### config.mk
export PLATFORM = sky130hd
export DESIGN_NAME = serial_subtractor
export DESIGN_NICKNAME = d
export VERILOG_FILES = /design/src/rtl/serial_arith_pkg.sv /design/src/rtl/full_subtractor_cell.sv /design/src/rtl/serial_subtractor.sv
export SDC_FILE = /design/constraint.sdc
export NUM_CORES = 1
export LEC_CHECK = 0
export ABC_AREA = 1
export BUFFER_PORTS_ARGS = -buffer_cell sky130_fd_sc_hd__buf_2
export CAP_MARGIN = 20
export CORE_ASPECT_RATIO = 1.4
export CORE_MARGIN = 2
export CORE_UTILIZATION = 35
export CTS_CLUSTER_DIAMETER = 30
export CTS_CLUSTER_SIZE = 10
export DETAILED_ROUTE_END_ITERATION = 12
export PLACE_DENSITY_LB_ADDON = 0.3
export SYNTH_ARGS = -nofsm -noshare
export SYNTH_HDL_FRONTEND = slang
export SYNTH_SLANG_ARGS = --single-unit
### constraint.sdc
create_clock -name clk -period 1.5 [get_ports clk]
set_input_delay 0.3 -clock clk [delete_from_list [all_inputs] [get_ports clk]]
set_output_delay 0.3 -clock clk [all_outputs]
set_load 0.03 [all_outputs]
### src/rtl/serial_arith_pkg.sv
// Shared definitions for the bit-serial arithmetic blocks.
//   - state encoding for the start/run/done sequencer
//   - clog2 helper for counter sizing
//   - default operand width
package serial_arith_pkg;

    localparam int unsigned DEFAULT_WIDTH = 8;

    typedef enum logic [1:0] {
        IDLE = 2'b00,
        RUN  = 2'b01,
        DONE = 2'b10
    } state_e;

    // Plain-vector views of the state encoding for legacy-style state registers.
    localparam logic [1:0] ST_IDLE = IDLE;
    localparam logic [1:0] ST_RUN  = RUN;
    localparam logic [1:0] ST_DONE = DONE;

    // Ceiling log2; clog2(1) = 0.
    function automatic int unsigned clog2(input int unsigned value);
        int unsigned r;
        r = 0;
        for (int unsigned i = 0; i < 32; i++) begin
            if ((64'(1) << i) < 64'(value)) begin
                r = i + 1;
            end
        end
        return r;
    endfunction

endpackage

### src/rtl/full_subtractor_cell.sv
// One-bit full subtractor, dataflow style: d = a - b - bin.
// Ports:
//   a, b, bin : minuend bit, subtrahend bit, borrow-in
//   d, bout   : difference bit, borrow-out (combinational)
module full_subtractor_cell (
    input  logic a,
    input  logic b,
    input  logic bin,
    output logic d,
    output logic bout
);

    assign d    = a ^ b ^ bin;
    assign bout = (~a & b) | (~a & bin) | (b & bin);

endmodule

### src/rtl/serial_subtractor.sv
// Bit-serial N-bit subtractor: diff = a - b - bin, one bit per clock, LSB first.
// Ports:
//   clk, rst_n      : clock, asynchronous active-low reset
//   start           : request, sampled when not busy (IDLE or DONE)
//   a, b, bin       : operands and borrow-in, captured on the accepted start
//   busy            : high while the subtraction is running
//   done            : one-cycle pulse, diff/bout (and ovf) valid
//   diff, bout      : registered result, held until the next completion
//   ovf             : signed overflow, only with SERIAL_SUBTRACTOR_OVERFLOW_EN
module serial_subtractor
    import serial_arith_pkg::*;
#(
    parameter int unsigned WIDTH = DEFAULT_WIDTH
) (
    input  logic             clk,
    input  logic             rst_n,
    input  logic             start,
    input  logic [WIDTH-1:0] a,
    input  logic [WIDTH-1:0] b,
    input  logic             bin,
    output logic             busy,
    output logic             done,
    output logic [WIDTH-1:0] diff,
    output logic             bout
`ifdef SERIAL_SUBTRACTOR_OVERFLOW_EN
    ,
    output logic             ovf
`endif
);

    localparam int unsigned CNT_W = (clog2(WIDTH + 1) < 1) ? 1 : clog2(WIDTH + 1);

    logic [1:0]       state;
    logic [1:0]       state_nxt;
    logic             load;
    logic             last;

    logic [WIDTH-1:0] a_sr;
    logic [WIDTH-1:0] b_sr;
    logic [WIDTH-1:0] diff_sr;
    logic [WIDTH-1:0] diff_sr_nxt;
    logic             brw;
    logic             brw_nxt;
    logic             d_bit;
    logic [CNT_W-1:0] cnt;

`ifdef SERIAL_SUBTRACTOR_OVERFLOW_EN
    logic             a_msb;
    logic             b_msb;
`endif

    // Single bit-step cell on the LSBs of the operand shift registers.
    full_subtractor_cell u_cell (
        .a    (a_sr[0]),
        .b    (b_sr[0]),
        .bin  (brw),
        .d    (d_bit),
        .bout (brw_nxt)
    );

    // New difference bit enters at the MSB; the shift keeps WIDTH=1 legal.
    assign diff_sr_nxt = WIDTH'({d_bit, diff_sr} >> 1);

    // State register.
    always_ff @(posedge clk or negedge rst_n) begin
        if (!rst_n) begin
            state <= ST_IDLE;
        end else begin
            state <= state_nxt;
        end
    end

    // Next-state and control decode; start is only honoured outside RUN.
    always_comb begin
        state_nxt = state;
        load      = 1'b0;
        last      = 1'b0;
        case (state)
            ST_IDLE: begin
                if (start) begin
                    load      = 1'b1;
                    state_nxt = ST_RUN;
                end
            end
            ST_RUN: begin
                if (cnt == CNT_W'(WIDTH - 1)) begin
                    last      = 1'b1;
                    state_nxt = ST_DONE;
                end
            end
            ST_DONE: begin
                if (start) begin
                    load      = 1'b1;
                    state_nxt = ST_RUN;
                end else begin
                    state_nxt = ST_IDLE;
                end
            end
            default: state_nxt = ST_IDLE;
        endcase
    end

    // Datapath and registered outputs. Results are written on the edge that
    // enters DONE so that diff/bout are valid in the same cycle as done.
    always_ff @(posedge clk or negedge rst_n) begin
        if (!rst_n) begin
            busy    <= 1'b0;
            done    <= 1'b0;
            diff    <= '0;
            bout    <= 1'b0;
            a_sr    <= '0;
            b_sr    <= '0;
            diff_sr <= '0;
            brw     <= 1'b0;
            cnt     <= '0;
`ifdef SERIAL_SUBTRACTOR_OVERFLOW_EN
            ovf     <= 1'b0;
            a_msb   <= 1'b0;
            b_msb   <= 1'b0;
`endif
        end else begin
            busy <= (state_nxt == ST_RUN);
            done <= (state_nxt == ST_DONE);
            if (load) begin
                a_sr  <= a;
                b_sr  <= b;
                brw   <= bin;
                cnt   <= '0;
`ifdef SERIAL_SUBTRACTOR_OVERFLOW_EN
                a_msb <= a[WIDTH-1];
                b_msb <= b[WIDTH-1];
`endif
            end else if (state == ST_RUN) begin
                a_sr    <= a_sr >> 1;
                b_sr    <= b_sr >> 1;
                brw     <= brw_nxt;
                diff_sr <= diff_sr_nxt;
                cnt     <= cnt + CNT_W'(1);
                if (last) begin
                    diff <= diff_sr_nxt;
                    bout <= brw_nxt;
`ifdef SERIAL_SUBTRACTOR_OVERFLOW_EN
                    // d_bit is the final (MSB) difference bit here.
                    ovf  <= (a_msb != b_msb) && (d_bit != a_msb);
`endif
                end
            end
        end
    end

endmodule

# After elaboration in Yosys (flattened, before gate mapping)
# Index checks and enable logic that the tools add are counted.
[totals]
reg_bits = 42
inputBits = 20
output_inout_bits = 11
[op_classes]
reduce_logical = 5
mux = 16
bitwise_logic = 9
n_eq_ne = 5
addsub = 1
[op_table]
columns = ["op", "count"]
rows = [
  ["$mux W8", 4],
  ["$mux W4", 2],
  ["$mux W1", 7],
  ["$pmux W2 S3", 1],
  ["$add A4 B1 Y4 const B", 1],
  ["$eq A2 B1 Y1 const B", 2],
  ["$eq A2 B2 Y1 const B", 2],
  ["$eq A4 B3 Y1 const B", 1],
  ["$mux W2", 2],
  ["$and A1 B1 Y1", 3],
  ["$reduce_and A3 Y1", 1],
  ["$logic_not A2 Y1", 1],
  ["$not A1 Y1", 2],
  ["$or A1 B1 Y1", 2],
  ["$reduce_and A2 Y1", 1],
  ["$reduce_bool A2 Y1", 1],
  ["$reduce_or A2 Y1", 1],
  ["$xor A1 B1 Y1", 2],
]

# Logic depth before layout (Yosys ltp)
# Gate-level depths: netlist (run 1).
[depth]
word_depth = 6
ltp_mapped = 7
ltp_nobuf = 6

# Cells and area by module
# From an unflattened synthesis (run 1), not the netlist that was laid out.
[hier_totals]
hier_cells = 201
hier_area_um2 = 1819.2
[modules_own_cells]
columns = ["module", "cells_each", "area_each_um2", "instances", "seq_area_each_um2"]
rows = [
  ["serial_subtractor", 198, 1791.7, 1, 1026.0],
  ["full_subtractor_cell", 3, 27.5, 1, 0.0],
]

# Worst setup path after synthesis (run 1)
# OpenSTA, ideal clock, no wires.
[synth_timing]
kind = "register to register"
from = "register cnt[0]"
to = "register bout"
stages_incl_launch_ff = 8
setup_slack_ns = 0.328
period_less_slack_ns = 1.172
setup_ns = 0.119
t_required_ns = 1.381
path_buffers = 1
arrival_ns = 1.053
path_cell_list = "dfrtp_1 > ha_1 > nand2_1 > nor2_1 > nand2_1 > buf_2 > nand2_1 > o21ai_2"
[synth_between]
elab_chain_len = 4
[synth_lines]
columns = ["item", "line_no", "text"]
rows = [
  ["from (decl)", "serial_subtractor.sv:45", "logic [CNT_W-1:0] cnt;"],
  ["from (signal assigned)", "serial_subtractor.sv:138", "cnt <= cnt + CNT_W'(1);"],
  ["$eq A4 B3 Y1", "serial_subtractor.sv:86", "if (cnt == CNT_W'(WIDTH - 1)) begin"],
  ["$mux W1", "serial_subtractor.sv:86", ""],
  ["$mux W1", "serial_subtractor.sv:78", "case (state)"],
  ["$reduce_and A3 Y1 (no line)", "--", ""],
  ["to (signal assigned)", "serial_subtractor.sv:141", "bout <= brw_nxt;"],
  ["to (decl)", "serial_subtractor.sv:24", "output logic bout"],
]
# Every way passes these cells.
# A chain may end at the register's enable or synchronous reset.

# Final worst setup path (run 1)
[layout_timing]
from = "register cnt[0]"
to = "register diff[0]"
[layout_between]
elab_chain_len = 4
[layout_lines]
columns = ["item", "line_no", "text"]
rows = [
  ["$eq A4 B3 Y1", "serial_subtractor.sv:86", ""],
  ["$mux W1", "serial_subtractor.sv:86", ""],
  ["$mux W1", "serial_subtractor.sv:78", ""],
  ["$reduce_and A3 Y1 (no line)", "--", ""],
  ["to (signal assigned)", "serial_subtractor.sv:140", "diff <= diff_sr_nxt;"],
  ["to (decl)", "serial_subtractor.sv:23", "output logic [WIDTH-1:0] diff,"],
]
# Every way passes these cells.

==> out/summary.log, run 1 <==
INFO  timing         timing.final.setup_violations=0
INFO  worst_setup_path worst_path_slowest_cell=dfrtp_1
INFO  die            initial_core_util=36.38%
INFO  worst_setup_path ordered_list_of_cells_on_the_worst_path=ha_1 > nand2_1 > nor2_2 > nand2_1 > buf_12 > nand2_1 > o21ai_2
INFO  finish         leading_cell_type_in_the_layout_fill_and_taps_excluded=nand2_1
INFO  timing         clock.fmax=795.5MHz
INFO  synth          muxShareOfSynthArea=0%
INFO  hold_path      hold_crit_depth=3
INFO  run            maxCapViolCount=0
INFO  power_and_ir_drop pwr_density_cell=2047nW/um2
INFO  synth          synth-seq-cells=41
INFO  worst_setup_path timing.critical_path.max_delay_family=flip-flops
INFO  detailed_routing detailroute.via_count=1443
INFO  global_route   antenna_found_initial=0
INFO  global_route   global_route_usage_over_all_layers=13.26%
INFO  synth          seq_area_frac_synth=54.67%
INFO  die            floorplan.io_pins=31
INFO  worst_setup_path worstPathRequired=1690ps
INFO  worst_setup_path critPathCaptureType=flip-flop
INFO  synth          synth_cells=228
INFO  synth          synthesis_warning_total=0
INFO  global_route   overflow=0
INFO  finish         antenna_cells=0
INFO  die            floorplan.die.width=65.89um
INFO  timing         timing.final.crit_share=83.81%
INFO  worst_setup_path worstSetupPathType=reg -> reg
INFO  timing         hold_violations=0
INFO  hold_path      hold_path_class=in -> reg
INFO  cts            clk-insertion-delay-late=300ps
INFO  cts            clockRootBuffer=clkbuf_8
INFO  detailed_routing count_of_tritonroute_iterations_in_the_first_routing_pass=4
INFO  timing         grt_setup_unrepaired=false
INFO  power_and_ir_drop power_leakage=1.257nW
INFO  synth          synth-simple-area-share=25.87%
INFO  worst_setup_path r2r-end=diff[0]
INFO  timing         timing.max_slew.rel_slack=80.95%
INFO  worst_setup_path worst-r2r-setup-slack=240ps
INFO  detailed_routing routedWlPerCell=10.32um
INFO  finish         mostFrequentLayoutCells=nand2_1 (104), dfrtp_1 (41), inv_1 (33), buf_2 (30), o21ai_0 (12)
INFO  synth          synth_cell_types=18
INFO  worst_setup_path cp_slowest_stage_delay=390ps
INFO  finish         fraction_of_layout_instances_using_a_drive_strength_above_1=21.97%
INFO  timing         worst_clock_skew=7.884ps
INFO  worst_setup_path crit_arrival=1440ps
INFO  detailed_routing starting_drt_drc_count=81
INFO  cts            htree_num_levels=2
INFO  global_route   grt_start_max_net_pins=42
INFO  timing         report.final.slew_viol_count=0
INFO  synth          post_synth.cell_area_avg=8.232um2
INFO  synth          synth_top_family_by_area=simple AND/OR/NAND/NOR gates
INFO  place          port_buffers=30
INFO  cts            cts_made_buffers=5
INFO  detailed_routing number_of_nets_with_antenna_violations_after_detailed_routing=0
INFO  power_and_ir_drop max-vdd-ir-drop=613.7uV
INFO  place          placed_cell_area=2111um2
INFO  worst_setup_path critical_path.startpoint_type=flip-flop
INFO  worst_setup_path worst_path_most_repeated_cell=nand2_1
INFO  hold_path      holdCritStartpoint=a[7]
INFO  hold_path      worst_hold_path.endpoint=a_sr[7]
INFO  finish         fin_cells=330
INFO  place          routabilityCongestion=0.7127
INFO  synth          syn_nets=250
INFO  global_route   grt_first_pass_wirelength=6.106mm
INFO  timing         worst_slew_pin_slew=285.4ps
INFO  synth          synth.cell_area=1877um2
INFO  place          place_hpwl=2.341mm
INFO  worst_setup_path critical_path.max_fanout=20
INFO  worst_setup_path cp.buffers_inverters=1
INFO  power_and_ir_drop total_power=4.523mW
INFO  timing         setup_total_negative_slack=0ps
INFO  outcome        run_status=finished, final reports clean
INFO  synth          synth-compound-area-share=7.467%
INFO  cts            tritoncts=done
INFO  cts            cts.sink_count=41
INFO  worst_setup_path reg2reg_depth=7
INFO  synth          synth_xor_area_share=0%
INFO  finish         area_growth_from_synthesis_to_layout=17.73%
INFO  finish         final_net_count=285
INFO  place          placed_cells=321
INFO  die            core_region_area=5159um2
INFO  synth          synth-adder-area-share=1.733%
INFO  cts            clkSlewWorstSetupHoldPaths=80ps
INFO  worst_setup_path critical_path.reg2reg.startpoint=cnt[0]
INFO  die            overall_die_height=90.65um
INFO  global_route   via_count_of_the_first_global_routing_pass=1383
INFO  timing         min_period=1257ps
INFO  die            placementRows=31
INFO  die            fp.dieArea=5973um2
INFO  finish         finalInstanceArea=2210um2
INFO  detailed_routing drc_errors=0
INFO  detailed_routing routed_wl=3.407mm
INFO  detailed_routing via_cell_ratio=4.373
INFO  cts            cts.path.max_buffers=2
what timing repair did:
action                     in CTS  in global routing
gates resized for setup         0                  1
setup buffers                   0                  0
hold endpoints to repair       41                  0
hold buffers                    1                  0
setup endpoints to repair       0                  1
kinds of logic (layout without fill, tap and decap cells):
logic type | after synthesis | after routing
simple gates | 120 | 120
compound gates | 22 | 22
fa+ha+maj | 2 | 2
buf+inv | 43 | 79
flops | 41 | 41
Yosys cell counts:
cell type	number	area share, %
fa_1	1	1.1
dfrtp_1	41	55
nor2_4	1	0.60
inv_2	2	0.40
o21ai_2	8	3.7
nand2_4	2	1.2
buf_6	3	1.8
a21oi_1	1	0.27
ha_1	1	0.67
nand2_1	104	21
nor2_2	1	0.33
o21ai_0	12	3.2
nor2_1	4	0.80
inv_1	33	6.6
buf_2	4	1.1
nand3_1	8	2.1
o21ai_1	1	0.27
buf_4	1	0.40
report_power, final:
| part | leakage [nW] | switching, mW | internal (mW) |
|---|---|---|---|
| registers | 0.515 | 0.260 | 1.60 |
| clock network | 0.0439 | 0.390 | 0.321 |
| logic | 0.698 | 1.28 | 0.677 |
worst reg2reg max path, cell delays in order, from the launching register on:
cell,delay (ps)
dfrtp_1,390
ha_1,180
nand2_1,70
nor2_2,110
nand2_1,100
buf_12,170
nand2_1,80
o21ai_2,50
registers in the layout, summed over array words and instances, names as in the netlist:
name	cells
bout	1
cnt	4
diff	8
done	1
busy	1
b_sr	8
diff_sr	7
brw	1
a_sr	8
state	2
worst max path at each step:
| stage | startpoint | endpoint | slack, ps | depth (start not counted) |
|---|---|---|---|---|
| 2_1_floorplan | cnt[0] | bout | 330 | 7 |
| 3_3_place_gp | cnt[0] | diff[6] | 270 | 7 |
| 3_5_place_dp | cnt[0] | diff[5] | 210 | 7 |
| 4_1_cts | cnt[0] | diff[0] | 200 | 7 |
| 5_1_grt | cnt[0] | diff[2] | 90 | 7 |
| 6_report | cnt[0] | diff[0] | 240 | 7 |
area by class of cell:
cell class / count / area (um2)
Timing Repair Buffer: 36 / 222.7
Sequential cell: 41 / 1026
Fill cell: 530 / 2949
Inverter: 35 / 131.4
Clock inverter: 3 / 17.52
Clock buffer: 5 / 68.82
Multi-Input combinational cell: 144 / 660.6
Tap cell: 66 / 82.58
metrics by stage:
stage	hold WS (ps)	worst slack [ps]	utilization, %
floorplan	4.409	328.3	-
global placement	292.1	270.5	40.92
detailed placement	293.9	207.9	40.92
CTS	194.0	198.3	42.78
global route	213.0	87.92	42.83
finish	195.7	242.9	42.83
per-layer routing:
metal	global-route usage (%)	vias to the layer above	routed length [um]	part of all wire, %
li1	-	747	-	-
met5	0	-	0	0
met3	4.115	5	157	4.6
met4	5.208	0	71	2.1
met2	21.46	32	1642	48
met1	16.17	659	1536	45
(Power assumes the default switching activity.)
==> inputs of run 2 (changes only) <==
- clock period: 1.5 -> 1.08 ns (I/O delays scaled with it)
==> run 2 against run 1 <==
Against the previous run:
- the run now ends with setup timing left
- die area is the same
- final cell count up 6.4%
- non-clock buffer count up 21
- cell area is 21% higher
- sequential power is 45% higher
- core utilization is 8.9 points higher
- clock power increased by 49%
- register-to-register slack got worse by 340 ps
- critical endpoint is now diff_sr[7]
- largest cell class unchanged
- largest power group unchanged
==> out/summary.log, run 2 (synthesis results as in run 1) <==
INFO  worst_setup_path reg2reg_depth=2
INFO  finish         fin_cells=351
INFO  finish         leading_cell_type_in_the_layout_fill_and_taps_excluded=nand2_1
INFO  worst_setup_path critical_path.reg2reg.startpoint=b_sr[0]
INFO  detailed_routing detailroute.via_count=1526
INFO  timing         postLayoutSetupSlackWorst=-92.18ps
INFO  detailed_routing via_cell_ratio=4.348
INFO  detailed_routing routed_wl=3.651mm
INFO  global_route   via_count_of_the_first_global_routing_pass=1450
INFO  worst_setup_path critical_path.startpoint_type=flip-flop
INFO  worst_setup_path cp_slowest_stage_delay=560ps
INFO  finish         fill_cells=509
INFO  global_route   antenna_found_initial=0
INFO  power_and_ir_drop max-vdd-ir-drop=1154uV
INFO  global_route   grt_start_max_net_pins=31
INFO  outcome        run_status=complete, but fails checks
INFO  power_and_ir_drop combPwrFrac=53.1%
INFO  cts            cts.sink_count=41
INFO  die            placementRows=31
INFO  die            floorplan.die.width=65.89um
INFO  detailed_routing drc_errors=0
INFO  finish         regArea=1027um2
INFO  worst_setup_path crit_arrival=1360ps
INFO  worst_setup_path worst_path_slowest_cell=fa_2
INFO  power_and_ir_drop power_report.internal_total=4.770mW
INFO  cts            htree_num_levels=2
INFO  worst_setup_path worst-r2r-setup-slack=-90ps
INFO  worst_setup_path critPathCaptureType=flip-flop
INFO  place          placed_cell_area=2223um2
INFO  timing         min_period=1172ps
INFO  place          place_hpwl=2.486mm
INFO  hold_path      hold_crit_depth=3
INFO  finish         final_net_count=306
INFO  place          placed_cells=332
INFO  finish         largestRegisters=a_sr x8, b_sr x8, diff x8
INFO  cts            clkSlewWorstSetupHoldPaths=80ps
INFO  power_and_ir_drop p_sw_share=40.25%
INFO  hold_path      holdCritStartpoint=a[7]
INFO  worst_setup_path worstSetupPathType=reg -> reg
INFO  timing         timing.max_slew.rel_slack=80.64%
INFO  worst_setup_path ordered_list_of_cells_on_the_worst_path=fa_2 > o21ai_1
INFO  timing         worst_clock_skew=10.37ps
INFO  timing         clock.fmax=853.1MHz
INFO  power_and_ir_drop pwr-share-seq=33.6%
INFO  worst_setup_path r2r-end=diff_sr[7]
INFO  worst_setup_path worstPathRequired=1270ps
INFO  cts            clk-insertion-delay-late=300ps
INFO  finish         area_growth_from_synthesis_to_layout=42.20%
INFO  place          routabilityCongestion=0.6756
INFO  cts            clockRootBuffer=clkbuf_8
INFO  finish         antenna_cells=0
INFO  finish         finalInstanceArea=2669um2
INFO  place          port_buffers=30
INFO  power_and_ir_drop power_frac_clock=13.3%
INFO  cts            tritoncts=done
INFO  worst_setup_path critical_path.max_fanout=2
INFO  power_and_ir_drop power_leakage=1.486nW
INFO  timing         timing.final.setup_violations=28
INFO  cts            cts_made_buffers=5
INFO  die            core_region_area=5159um2
INFO  global_route   grt_first_pass_wirelength=6.189mm
INFO  hold_path      hold_path_class=in -> reg
INFO  timing         grt_setup_unrepaired=true
INFO  detailed_routing starting_drt_drc_count=45
INFO  die            fp.dieArea=5973um2
INFO  finish         area_used_by_multi_input_combinational_logic=788.3um2
INFO  finish         mostFrequentLayoutCells=nand2_1 (76), dfrtp_1 (40), inv_1 (33), nand2_2 (21), buf_2 (21)
INFO  die            initial_core_util=36.38%
INFO  timing         setup_total_negative_slack=-1680ps
INFO  timing         report.final.slew_viol_count=0
INFO  run            maxCapViolCount=0
INFO  die            overall_die_height=90.65um
INFO  hold_path      worst_hold_path.endpoint=a_sr[7]
INFO  timing         hold_violations=0
INFO  cts            cts.path.max_buffers=2
INFO  power_and_ir_drop p_sw=3.214mW
INFO  detailed_routing count_of_tritonroute_iterations_in_the_first_routing_pass=4
INFO  outcome        violations=setup timing
INFO  finish         fraction_of_layout_instances_using_a_drive_strength_above_1=39.65%
INFO  global_route   global_route_usage_over_all_layers=13.38%
INFO  timing         worst_slew_pin_slew=290.4ps
INFO  detailed_routing number_of_nets_with_antenna_violations_after_detailed_routing=0
INFO  power_and_ir_drop pwr_density_cell=2992nW/um2
INFO  detailed_routing routedWlPerCell=10.40um
INFO  die            floorplan.io_pins=31
INFO  global_route   overflow=0
INFO  timing         timing.final.crit_share=108.5%
## run 2: changes by cell type in the layout (fill, tap and decap cells not counted), moves of 2 or more
cell     before  now
nand2_2       0   21
nand2_1     104   76
buf_12        2    5
buf_2        30   21
nand2_4       2    9
buf_6         0   12
o21ai_1       1    8
buf_8         0    2
buf_4         3   14
o21ai_0      12    4
## run 2: timing repair
action,in CTS,in global routing
gates resized for setup,26,58
hold endpoints to repair,11,0
gates cloned,1,1
buffers inserted,3,5
hold buffers,1,0
pin swaps,9,13
endpoints found under the setup margin,34,49
## run 2: layout make-up
type / count / area share (%)
sequential: 41 / 38.49
multi-input combinational: 144 / 29.54
timing repair buffer: 57 / 20.16
inverter: 35 / 5.110
clock buffer: 6 / 3.094
tap: 66 / 3.094
clock inverter: 2 / 0.5157
## run 2: worst max path at each step
stage,startpoint,end,slack (ps),cells past startpoint
floorplan,cnt[0],bout,-80,7
global placement,cnt[0],diff[7],-110,7
detailed placement,cnt[1],diff[6],-160,7
CTS,brw,diff_sr[7],-100,2
global route,state[0],a_sr[6],-150,7
finish,b_sr[0],diff_sr[7],-90,2
## run 2: per-stage QoR
step	setup slack (ps)	power [mW]	hold slack, ps	util [%]
final	-92.18	7.985	111.1	51.73
after global routing	-152.7	8.650	101.5	51.73
after CTS	-103.8	7.249	106.1	47.32
after detailed placement	-156.0	5.814	116.7	43.10
after global placement	-112.9	5.712	115.2	43.10
after floorplan	-84.79	4.761	-79.59	-
## run 2: per-layer routing
layer / up-vias / part of all wire (%) / GRT usage, %
li1: 796 / - / -
met1: 694 / 42 / 15.40
met2: 30 / 52 / 23.15
met3: 6 / 3.9 / 3.741
met4: 0 / 1.7 / 4.688
met5: - / 0 / 0
## run 2: critical path, delay by kind of cell (launching register included)
| kind | cells | cell delay (ps) |
|---|---|---|
| AOI/OAI and AO/OA | 1 | 60 |
| adders and majority gates | 1 | 560 |
| DFF | 1 | 440 |
## run 2: power groups by stage
stage	clock [mW]	combinational, mW	sequential (mW)
5_1_grt	1.14	4.74	2.77
6_report	1.06	4.24	2.68
3_5_place_dp	0	3.22	2.60
2_1_floorplan	0	1.85	2.91
3_3_place_gp	0	3.14	2.57
4_1_cts	1.09	3.56	2.60
==> inputs of run 3 (changes only) <==
- ABC_AREA: 1 -> 0
- PLACE_DENSITY: default -> 0.6
- PLACE_DENSITY_LB_ADDON: 0.3 -> default
==> run 3 against run 2 <==
Against the previous run:
- the run still ends with setup timing left
- largest cell class unchanged
- synthesized cell count decreased by 29%
- critical path depth increased by 3
- via count decreased by 12%
- cell area decreased by 8.4%
- die area decreased by 9.0%
- register-to-register slack got worse by 190 ps
- count of clock-buffer cells in the layout unchanged
- global-route usage increased by 1.2 points
- sequential power increased by 1%
- final cell count decreased by 20%
- fmax decreased by 14%
==> out/summary.log, run 3 <==
INFO  outcome        run_status=complete, but fails checks
INFO  outcome        violations=setup timing
INFO  hold_path      hold_path_class=in -> reg
INFO  global_route   global_route_usage_over_all_layers=14.60%
INFO  synth          seq_area_frac_synth=60.43%
INFO  synth          muxShareOfSynthArea=6.485%
INFO  worst_setup_path critical_path.max_fanout=9
INFO  worst_setup_path critical_path.startpoint_type=flip-flop
INFO  worst_setup_path timing.critical_path.max_delay_family=flip-flops
INFO  worst_setup_path worstSetupPathType=reg -> reg
INFO  synth          postSynth.asyncResetShare=100.0%
INFO  synth          cell_with_the_most_instances_after_synthesis=nand2_1
INFO  power_and_ir_drop max-vdd-ir-drop=1216uV
INFO  timing         hold_violations=0
INFO  timing         timing.final.setup_violations=39
INFO  place          place_hpwl=2.399mm
INFO  synth          post_synth.cell_area_avg=10.42um2
INFO  timing         min_period=1362ps
INFO  die            initial_core_util=35.62%
INFO  die            floorplan.die.width=62.87um
INFO  synth          synthesis_warning_total=0
INFO  worst_setup_path worst_setup_path_startpoint=cnt[1]
INFO  timing         timing.final.crit_share=126.1%
INFO  timing         report.final.slew_viol_count=0
INFO  synth          yosys.area.top_type=dfrtp_1
INFO  synth          synth-seq-cells=41
INFO  timing         postLayoutSetupSlackWorst=-282.0ps
INFO  worst_setup_path cp.buffers_inverters=1
INFO  worst_setup_path ordered_list_of_cells_on_the_worst_path=ha_2 > nand2_2 > nor3_4 > buf_12 > mux2_2
INFO  global_route   global_route.peak_usage_layer=met2
INFO  cts            clk-insertion-delay-late=290ps
INFO  worst_setup_path critPathCaptureType=flip-flop
INFO  cts            htree_num_levels=2
INFO  detailed_routing via_cell_ratio=4.766
INFO  die            floorplan.io_pins=31
INFO  die            placementRows=30
INFO  global_route   overflow=0
INFO  timing         worst_clock_skew=7.821ps
INFO  worst_setup_path worstPathRequired=1260ps
INFO  timing         timing.max_slew.rel_slack=83.48%
INFO  worst_setup_path critical_path.reg2reg.startpoint=cnt[1]
INFO  timing         worst_slew_pin_slew=247.2ps
INFO  global_route   grt_first_pass_wirelength=6.196mm
INFO  detailed_routing number_of_nets_with_antenna_violations_after_detailed_routing=0
INFO  worst_setup_path worst_path_slowest_cell=dfrtp_1
INFO  synth          syn_nets=185
INFO  finish         largestRegisters=a_sr x8, b_sr x8, diff x8
INFO  power_and_ir_drop power_leakage=1.164nW
INFO  timing         grt_setup_unrepaired=true
INFO  place          port_buffers=30
INFO  synth          synth_cell_types=29
INFO  power_and_ir_drop pwr-share-seq=36.9%
INFO  die            core_region_area=4767um2
INFO  global_route   via_count_of_the_first_global_routing_pass=1372
INFO  synth          postSynth.topFlopCell=dfrtp_1
INFO  worst_setup_path crit_arrival=1540ps
INFO  cts            cts_made_buffers=5
INFO  synth          synth_cells=163
INFO  global_route   groute.layer.met3.usage=3.896%
INFO  detailed_routing drc_errors=0
INFO  finish         final_util=51.26%
INFO  cts            cts.sink_count=41
INFO  global_route   grt_start_max_net_pins=42
INFO  cts            cts.path.max_buffers=2
INFO  synth          synth_xor_area_share=1.032%
INFO  synth          synth-adder-area-share=1.916%
INFO  finish         finalInstanceArea=2444um2
INFO  finish         leading_cell_type_in_the_layout_fill_and_taps_excluded=dfrtp_1
INFO  place          placed_cell_area=2105um2
INFO  place          routabilityCongestion=0.7255
INFO  detailed_routing routed_wl=3.649mm
INFO  hold_path      holdCritStartpoint=b[0]
INFO  run            maxCapViolCount=0
INFO  power_and_ir_drop p_sw_share=37.88%
INFO  finish         mostFrequentLayoutCells=dfrtp_1 (40), nand2_1 (30), buf_2 (21), nand2_2 (19), buf_6 (18)
INFO  synth          synth_top_family_by_area=simple AND/OR/NAND/NOR gates
INFO  finish         area_growth_from_synthesis_to_layout=43.92%
INFO  synth          yosys.area.top_type_share=60.43%
INFO  finish         antenna_cells=0
INFO  cts            clockRootBuffer=clkbuf_8
INFO  power_and_ir_drop combPwrFrac=50.0%
INFO  synth          synth.area.top_cells=dfrtp_1 (60%), nand2_1 (11%), mux2_2 (5.3%)
INFO  detailed_routing starting_drt_drc_count=41
INFO  global_route   grt.met2_usage=24.66%
INFO  power_and_ir_drop p_sw=2.793mW
INFO  synth          synth-compound-area-share=7.811%
INFO  worst_setup_path cp_slowest_stage_delay=360ps
INFO  detailed_routing detailroute.via_count=1344
INFO  detailed_routing count_of_tritonroute_iterations_in_the_first_routing_pass=3
INFO  power_and_ir_drop pwr_density_cell=3017nW/um2
INFO  synth          synth-simple-area-share=18.94%
INFO  die            fp.dieArea=5432um2
INFO  finish         fraction_of_layout_instances_using_a_drive_strength_above_1=50.46%
INFO  synth          synth_edf_count=0
INFO  global_route   antenna_found_initial=0
INFO  detailed_routing routedWlPerCell=12.94um
INFO  cts            tritoncts=done
INFO  finish         final_net_count=239
INFO  cts            clkSlewWorstSetupHoldPaths=80ps
INFO  timing         clock.fmax=734.2MHz
INFO  synth          synth.cell_area=1698um2
INFO  die            overall_die_height=86.41um
INFO  global_route   groute.layer.met1.usage=17.82%
INFO  power_and_ir_drop power_frac_clock=13.2%
INFO  power_and_ir_drop power_report.internal_total=4.580mW
INFO  synth          synth_commonest_cells=nand2_1 (49), dfrtp_1 (41), nor2_1 (15)
## run 3: worst reg2reg max path, stage by stage, from the launching register on
cell and delay [ps]:
dfrtp_1 360, ha_2 190, nand2_2 70, nor3_4 150, buf_12 150, mux2_2 330
## run 3: kinds of logic (layout without fill, tap and decap cells)
logic type,after synthesis,count (layout)
xor+xnor,2,2
compound gates,20,20
flops,41,41
fa+ha+maj,2,2
simple gates,76,76
buf+inv,12,67
mux,10,10
## run 3: timing repair
action	in CTS	in global routing
hold buffers	1	0
setup endpoints to repair	41	50
pin swaps	14	31
gates resized for setup	32	43
gates cloned	0	1
hold endpoints to repair	41	0
buffers inserted	4	4
## run 3: cell type report
cell class	instances	area, um2
sequential	41	1027
inverter	2	7.507
tap	64	80.08
fill	476	2323
clock inverter	2	10.01
timing repair buffer	57	490.5
clock buffer	6	72.57
multi-input combinational	110	755.7
## run 3: power by group through the flow
stage | Clock, mW | Sequential (mW) | Combinational (mW)
detailed placement | 0 | 2.66 | 2.89
global placement | 0 | 2.64 | 2.84
floorplan | 0 | 2.93 | 1.74
global route | 1.06 | 2.81 | 4.02
finish | 0.971 | 2.72 | 3.68
CTS | 0.998 | 2.66 | 3.40
## run 3: per-layer routing
| metal | up-vias | wire length (um) |
|---|---|---|
| met1 | 658 | 1617 |
| met2 | 30 | 1838 |
| met5 | - | 0 |
| met4 | 0 | 51 |
| met3 | 6 | 140 |
| li1 | 650 | - |
## run 3: worst paths after layout
path / endpoint / slack (ps) / cells after the start
max: diff[3] / -280 / 5
min reg2reg: diff_sr[1] / 480 / 2
min: b_sr[0] / 140 / 3
max in group asynchronous: state[0] / 450 / 3
min in group asynchronous: cnt[3] / 420 / 3
max reg2reg: diff[3] / -280 / 5
## run 3: stage by stage
stage               setup TNS, ps  hold slack, ps  std cells  power [mW]  setup WS, ps
floorplan                   -3725          -79.59        163       4.670        -377.5
global placement            -8282           206.1        267       5.475        -299.5
detailed placement          -8715           206.2        267       5.549        -302.9
CTS                         -5293           135.2        280       7.065        -292.5
global route                -7277           145.2        282       7.893        -334.6
finish                      -5200           135.7        282       7.373        -282.0
